--- src/rtl/bypass_fifo_storage.sv ---
// WIDTH x DEPTH register array for bypass_fifo: one synchronous write port, one asynchronous read port.
// Contents are deliberately not reset; the control logic never exposes an unwritten slot.
module bypass_fifo_storage #(
    parameter int WIDTH = 8,
    parameter int DEPTH = 4,
    parameter int PW    = 2
) (
    input  logic             clock,
    input  logic             write_enable,
    input  logic [PW-1:0]    write_address,
    input  logic [WIDTH-1:0] write_data,
    input  logic [PW-1:0]    read_address,
    output logic [WIDTH-1:0] read_data
);

    logic [WIDTH-1:0] mem [DEPTH];

    always_ff @(posedge clock) begin
        if (write_enable) begin
            mem[write_address] <= write_data;
        end
    end

    assign read_data = mem[read_address];

endmodule

--- src/rtl/bypass_fifo.sv ---
// DEPTH-entry FIFO with a zero-latency write->read bypass when empty.
// Define BYPASS_FIFO_PROTECTION_EN to drop illegal requests and raise a sticky error flag.
module bypass_fifo #(
    parameter int WIDTH = 8,
    parameter int DEPTH = 4
) (
    input  logic                       clock,
    input  logic                       resetn,
    input  logic                       write_enable,
    input  logic [WIDTH-1:0]           write_data,
    output logic                       full,
    input  logic                       read_enable,
    output logic [WIDTH-1:0]           read_data,
    output logic                       empty,
    output logic [$clog2(DEPTH+1)-1:0] level,
    output logic                       error
);

    localparam int PW = (DEPTH > 1) ? $clog2(DEPTH) : 1;
    localparam int LW = $clog2(DEPTH + 1);

    // Handshake: a beat transfers on a rising edge when its enable is high; the
    // caller may raise write_enable only while full is low and read_enable only
    // while empty is low, one cycle per beat. full/empty see the opposite enable.
    logic [PW-1:0]    wr_ptr;
    logic [PW-1:0]    rd_ptr;
    logic [LW-1:0]    count;
    logic [WIDTH-1:0] head_data;
    logic             is_empty;
    logic             is_full;
    logic             bypass;
    logic             do_write;
    logic             do_read;

    function automatic logic [PW-1:0] next_ptr(input logic [PW-1:0] p);
        return (p == PW'(DEPTH - 1)) ? '0 : p + PW'(1);
    endfunction

    assign is_empty = (count == '0);
    assign is_full  = (count == LW'(DEPTH));
    assign bypass   = is_empty && write_enable && read_enable;

`ifdef BYPASS_FIFO_PROTECTION_EN
    logic illegal;
    assign illegal  = (write_enable && is_full && !read_enable) ||
                      (read_enable && is_empty && !write_enable);
    assign do_write = write_enable && !bypass && (!is_full || read_enable);
    assign do_read  = read_enable && !is_empty;

    always_ff @(posedge clock or negedge resetn) begin
        if (!resetn) begin
            error <= 1'b0;
        end else if (illegal) begin
            error <= 1'b1;
        end
    end
`else
    assign do_write = write_enable && !bypass;
    assign do_read  = read_enable && !bypass;
    assign error    = 1'b0;
`endif

    always_ff @(posedge clock or negedge resetn) begin
        if (!resetn) begin
            wr_ptr <= '0;
            rd_ptr <= '0;
            count  <= '0;
        end else begin
            if (do_write) begin
                wr_ptr <= next_ptr(wr_ptr);
            end
            if (do_read) begin
                rd_ptr <= next_ptr(rd_ptr);
            end
            if (do_write && !do_read) begin
                count <= count + LW'(1);
            end else if (do_read && !do_write) begin
                count <= count - LW'(1);
            end
        end
    end

    // At full with a same-cycle read, wr_ptr == rd_ptr: the async read still
    // returns the old head while the new word lands on the edge.
    bypass_fifo_storage #(
        .WIDTH(WIDTH),
        .DEPTH(DEPTH),
        .PW   (PW)
    ) u_storage (
        .clock        (clock),
        .write_enable (do_write),
        .write_address(wr_ptr),
        .write_data   (write_data),
        .read_address (rd_ptr),
        .read_data    (head_data)
    );

    assign empty     = is_empty && !write_enable;
    assign full      = is_full && !read_enable;
    assign read_data = is_empty ? write_data : head_data;
    assign level     = count;

endmodule

--- config.mk ---
export PLATFORM = sky130hd
export DESIGN_NAME = bypass_fifo
export DESIGN_NICKNAME = d
export VERILOG_FILES = /design/src/rtl/bypass_fifo_storage.sv /design/src/rtl/bypass_fifo.sv
export SDC_FILE = /design/constraint.sdc
export NUM_CORES = 1
export LEC_CHECK = 0
export CORE_MARGIN = 2
export CORE_UTILIZATION = 50
export DETAILED_ROUTE_END_ITERATION = 12
export PLACE_DENSITY = 0.73
export SLEW_MARGIN = 20
export SYNTH_ARGS = -nofsm -noshare
export SYNTH_HDL_FRONTEND = slang
export SYNTH_HIERARCHICAL = 1
export SYNTH_SLANG_ARGS = --single-unit
--- constraint.sdc ---
create_clock -name clock -period 2.2 [get_ports clock]
set_input_delay 0.44 -clock clock [delete_from_list [all_inputs] [get_ports clock]]
set_output_delay 0.44 -clock clock [all_outputs]
set_load 0.05 [all_outputs]
== Word level (Yosys, flattened, before mapping) ==
Memory sizes are Yosys's and may differ from the RTL's.
Cells that the tools add are included.

* Add/sub/neg operators: 4
* Muxes and demuxes: 7
* Reductions and logical operators: 15
* Equal/unequal tests: 3

{| class="wikitable"
|+ Operators by type and width
! cell !! number
|-
| 1-bit logical AND || 8
|-
| 8-bit 2-to-1 mux || 1
|-
| 3-bit 2-to-1 mux || 2
|-
| 1-bit logical NOT || 5
|-
| 2-bit by 1-bit adder with 2-bit output, second input constant || 2
|-
| 2-bit equality test, second input constant || 2
|-
| 2-bit 2-to-1 mux || 2
|-
| 3-bit by 1-bit adder with 3-bit output, second input constant || 1
|-
| 3-bit equality test, second input constant || 1
|-
| 3-bit logical NOT || 1
|-
| 3-bit by 1-bit subtractor with 3-bit output, second input constant || 1
|-
| 1-bit 2-to-1 mux || 2
|-
| 2-bit nonzero test || 1
|}

* Memories kept: 1
* Register bits after elaboration: 7
* Bits in writable memories: 32
* Output and inout bits: 14

{| class="wikitable"
|+ Memory list
! name !! depth !! bits a word !! read ports !! clocked after memory_dff !! wr ports !! RTL line !! RTL
|-
| u_storage.mem || 4 || 8 || 1 || 0 || 1 || bypass_fifo_storage.sv:16 || <nowiki>logic [WIDTH-1:0] mem [DEPTH];</nowiki>
|}

== Logic depth before layout (Yosys ltp) ==
* Depth after elaboration: 9
* Depth in mapped cells: 7
* Gate-level depth less buffers: 7

== Cells and area by module ==
Netlist, hierarchy kept.

{| class="wikitable"
|+ By module, submodules not included
! module !! seq. area each (um2) !! area each (um2) !! times used !! cells each
|-
| bypass_fifo_storage || 960.9 || 1188.6 || 1 || 46
|-
| bypass_fifo || 175.2 || 500.5 || 1 || 57
|}

== Least setup slack after synthesis ==
Ideal clock, no wire load.

* Path kind: reg2out
* Start: register count[2], in the netlist level[2]
* End: output port full
* Setup slack: -0.616 ns
* Arrival: 2.376 ns
* Cell stages (with the launch flop): 2
* Buffers on the path: 0
* Cells stage by stage: dfrtp_1 -> nor4b_1

* Longest elaborated chain between the ends: 2

{| class="wikitable"
|+ RTL lines
! element !! RTL line !! RTL
|-
| start, declared || bypass_fifo.sv:27 || <nowiki>logic [LW-1:0] count;</nowiki>
|-
| start signal, assigned || bypass_fifo.sv:76 || <nowiki>count <= count + LW'(1);</nowiki>
|-
| start signal, assigned || bypass_fifo.sv:78 || <nowiki>count <= count - LW'(1);</nowiki>
|-
| 3-bit equality test || bypass_fifo.sv:40 || <nowiki>assign is_full = (count == LW'(DEPTH));</nowiki>
|-
| 1-bit logical AND || bypass_fifo.sv:99 || <nowiki>assign full = is_full && !read_enable;</nowiki>
|-
| end, declared || bypass_fifo.sv:11 || <nowiki>output logic full,</nowiki>
|}

Every way passes these cells.

== Worst setup path after layout ==
* Start: register count[2], in the netlist level[2]
* End: output port level[2]

{| class="wikitable"
|+ RTL lines
! element !! RTL line !! RTL
|-
| end, declared || bypass_fifo.sv:15 || <nowiki>output logic [$clog2(DEPTH+1)-1:0] level,</nowiki>
|}

No word-level cell between the ends.

==> results.cfg <==
[layout]
most-common-layout-cells = sky130_fd_sc_hd__edfxtp_1, sky130_fd_sc_hd__nand2_1, sky130_fd_sc_hd__clkdlybuf4s50_1
final_nets = 157
final_cell_count_no_fill = 188
final_layout_size_suffix_gt1_share_pct = 34.5
diode_count = 0
mostFrequentLayoutCell = sky130_fd_sc_hd__edfxtp_1
synthToLayoutAreaGrowth_pct = 31.4

[grt]
via_count_of_the_first_global_routing_pass = 1018
gr-total-overflow = 0
wire_length_of_the_first_global_routing_pass_mm = 5.15
track_usage_pct = 18.2
antenna_found_initial = 0
grt_max_degree = 14

[setup_path]
cp_top_family = buffers and inverters
path_buf_inv = 1
crit_path_top_delay_cell = sky130_fd_sc_hd__clkdlybuf4s50_1
worst_ep_required_time_ns = 1.76
timing_worst_setup_path_type = register to output port
cp_cell_sequence = clkdlybuf4s50_1
critPathCaptureType = output port
slowest_delay_ns = 0.86
cp-start-kind = register
crit_path_max_fanout = 5
cp_data_arrival_time_ns = 1.70

[floorplanning]
die_width_um = 62.1
core_area_um2 = 3280
floorplan.initialDensity_pct = 51.4
fp-row-count = 21
die_h_um = 62.1
floorplan.die_area_um2 = 3860
number_of_i_o_pins = 26

[hold_path]
worstHoldPathType = primary input to asynchronous set/reset pin

[synth]
ys_seq_area_share_pct = 67.3
post_synth_num_cell_types = 26
post_synth_instance_area_um2 = 1690
synth_warnings = 6
synth.net_count = 119
ys_ff_latch = 39
synthesis.instances = 103
syn_avg_cell_area_um2 = 16.4
synth_largest_type_area_fraction_pct = 56.9
synth_top_area_cell = sky130_fd_sc_hd__edfxtp_1
yosys-top-cells-area = sky130_fd_sc_hd__edfxtp_1, sky130_fd_sc_hd__mux4_2, sky130_fd_sc_hd__dfrtp_1

[flow_run]
max_cap_viol_count = 0

[clocking]
cts_max_level = 2
clock_edge_transition_at_the_registers_on_the_reported_setup_and_hold_paths_ns = 0.12
cts_hold_repair.buffers = 0
clock_tree.root_cell = sky130_fd_sc_hd__clkbuf_4
insertion_delay_ns = 0.35
cts_tree = done
numClockSinks = 39
clk_path_buf_depth = 2
tritoncts.num_buffers = 5

[sta]
finalSetupTns_ns = 0
finalSetupViolations = 0
post-route-period-util_pct = 97.3
slew_headroom_pct = 66.8
max_clock_freq_mhz = 467
hold_viol_final = 0
worstMarginPinSlew_ns = 0.497
timing.final.max_slew_violations = 0
grt_setup_unrepaired = yes
hold_ws_ns = 0.337
clock_skew_ns = 0.00967
min_period_ns = 2.14

[place]
gp_routability_congestion = 0.684
place_hpwl_mm = 2.07
dp.cells = 178
place.port_buffers = 24

[pwr]
power.density_cell_area_nw_per_um2 = 1590
power.switching_uw = 1430
intPower_uw = 2110
p_sw_share_pct = 40.4
irDropWorstVdd_mv = 0.684
comb_power_share_pct = 50.6
power_leakage_uw = 0.000867
seqPwrFrac_pct = 32.9
clock_power_share_pct = 16.5

[routing]
detail_route.drc_violations = 0
route.detailed.wl_per_inst_um = 16.4
drtAntennaViolNets = 0
first_iter_violations = 46
route.detailed.vias_per_inst = 5.22
routed_wl_mm = 3.08
drt_pre_antenna_iters = 4
detailroute.via_count = 981

[outcome]
run_status = complete, no violations
[through the flow]
step                      utilization (%)  power [µW]  worst slack [ns]  cell area, µm²
final                                67.6        3540            0.0592            2220
after global routing                 67.6        3720           -0.0227            2220
after CTS                            66.7        3490           0.00430            2190
after detailed placement             62.9        2880             0.115            2070
after global placement               62.9        2830             0.144            2070
after floorplan                         -        2320            0.0541            1700
[repair_timing]
action,in CTS,in global routing
setup endpoints to repair,10,9
gates resized for setup,2,10
pin swaps,1,0
setup buffers,2,0
[metal layers]
layer / global-route usage, % / routed length, µm / vias up
met1: 22.7 / 1300 / 507
met2: 30.4 / 1620 / 16
met3: 5.80 / 112 / 6
li1: - / - / 452
met5: 0 / 0 / -
met4: 5.83 / 45 / 0
[area by class of cell]
type | instances | area [µm²]
Clock buffer | 5 | 37.5
Clock inverter | 3 | 67.6
Timing Repair Buffer | 35 | 372
Inverter | 2 | 7.51
Fill cell | 249 | 1060
Tap cell | 46 | 57.6
Sequential cell | 39 | 1140
Multi-Input combinational cell | 58 | 539
[power by group through the flow]
| stage | clock network, µW | registers [µW] | logic, µW |
|---|---|---|---|
| 2_1_floorplan | 0 | 1220 | 1100 |
| 3_3_place_gp | 0 | 1160 | 1670 |
| 3_5_place_dp | 0 | 1180 | 1700 |
| 4_1_cts | 598 | 1160 | 1730 |
| 5_1_grt | 632 | 1190 | 1890 |
| 6_report | 585 | 1160 | 1790 |
[sequential cells by signal, summed over array words and instances (netlist names)]
name and cells:
u_storage/mem 32, level 3, rd_ptr 2, wr_ptr 2
[worst paths after layout]
check                      cells past startpoint  slack [ns]             endpoint      from
max                                            1        0.06             level[2]  level[2]
min                                            1        0.34             level[1]    resetn
max reg2reg                                    5        0.54  u_storage/mem[2][3]  level[1]
min reg2reg                                    1        0.61             level[0]  level[0]
max in group asynchronous                      1        1.59            rd_ptr[1]    resetn
min in group clock                             1        0.61             level[0]  level[0]
[cell usage after synthesis (all sizes together)]
master,n
nor3,1
a21boi,1
a21o,1
conb,1
buf,2
nand2,24
nor2,4
xnor2,1
and3,1
and3b,2
mux4,8
inv,2
ha,3
or3,1
dfrtp,7
nor3b,1
edfxtp,32
xor2,2
clkbuf,2
mux2,5
nor4b,1
fa,1
[cell families (layout without fill, tap and decap cells)]
logic type | after synthesis | in the layout | share of synthesized area, %
DFF | 39 | 39 | 67.3
and+or+nand+nor | 35 | 35 | 9.93
muxes | 13 | 13 | 14.4
buffers and inverters | 6 | 45 | 2.07
adders and majority gates | 4 | 4 | 3.41
xor gates and xnor gates | 3 | 3 | 1.56
AOI/OAI and AO/OA | 2 | 2 | 1.11
other | 1 | 1 | 0.222
Note: power is estimated with default switching activity, not from simulation.
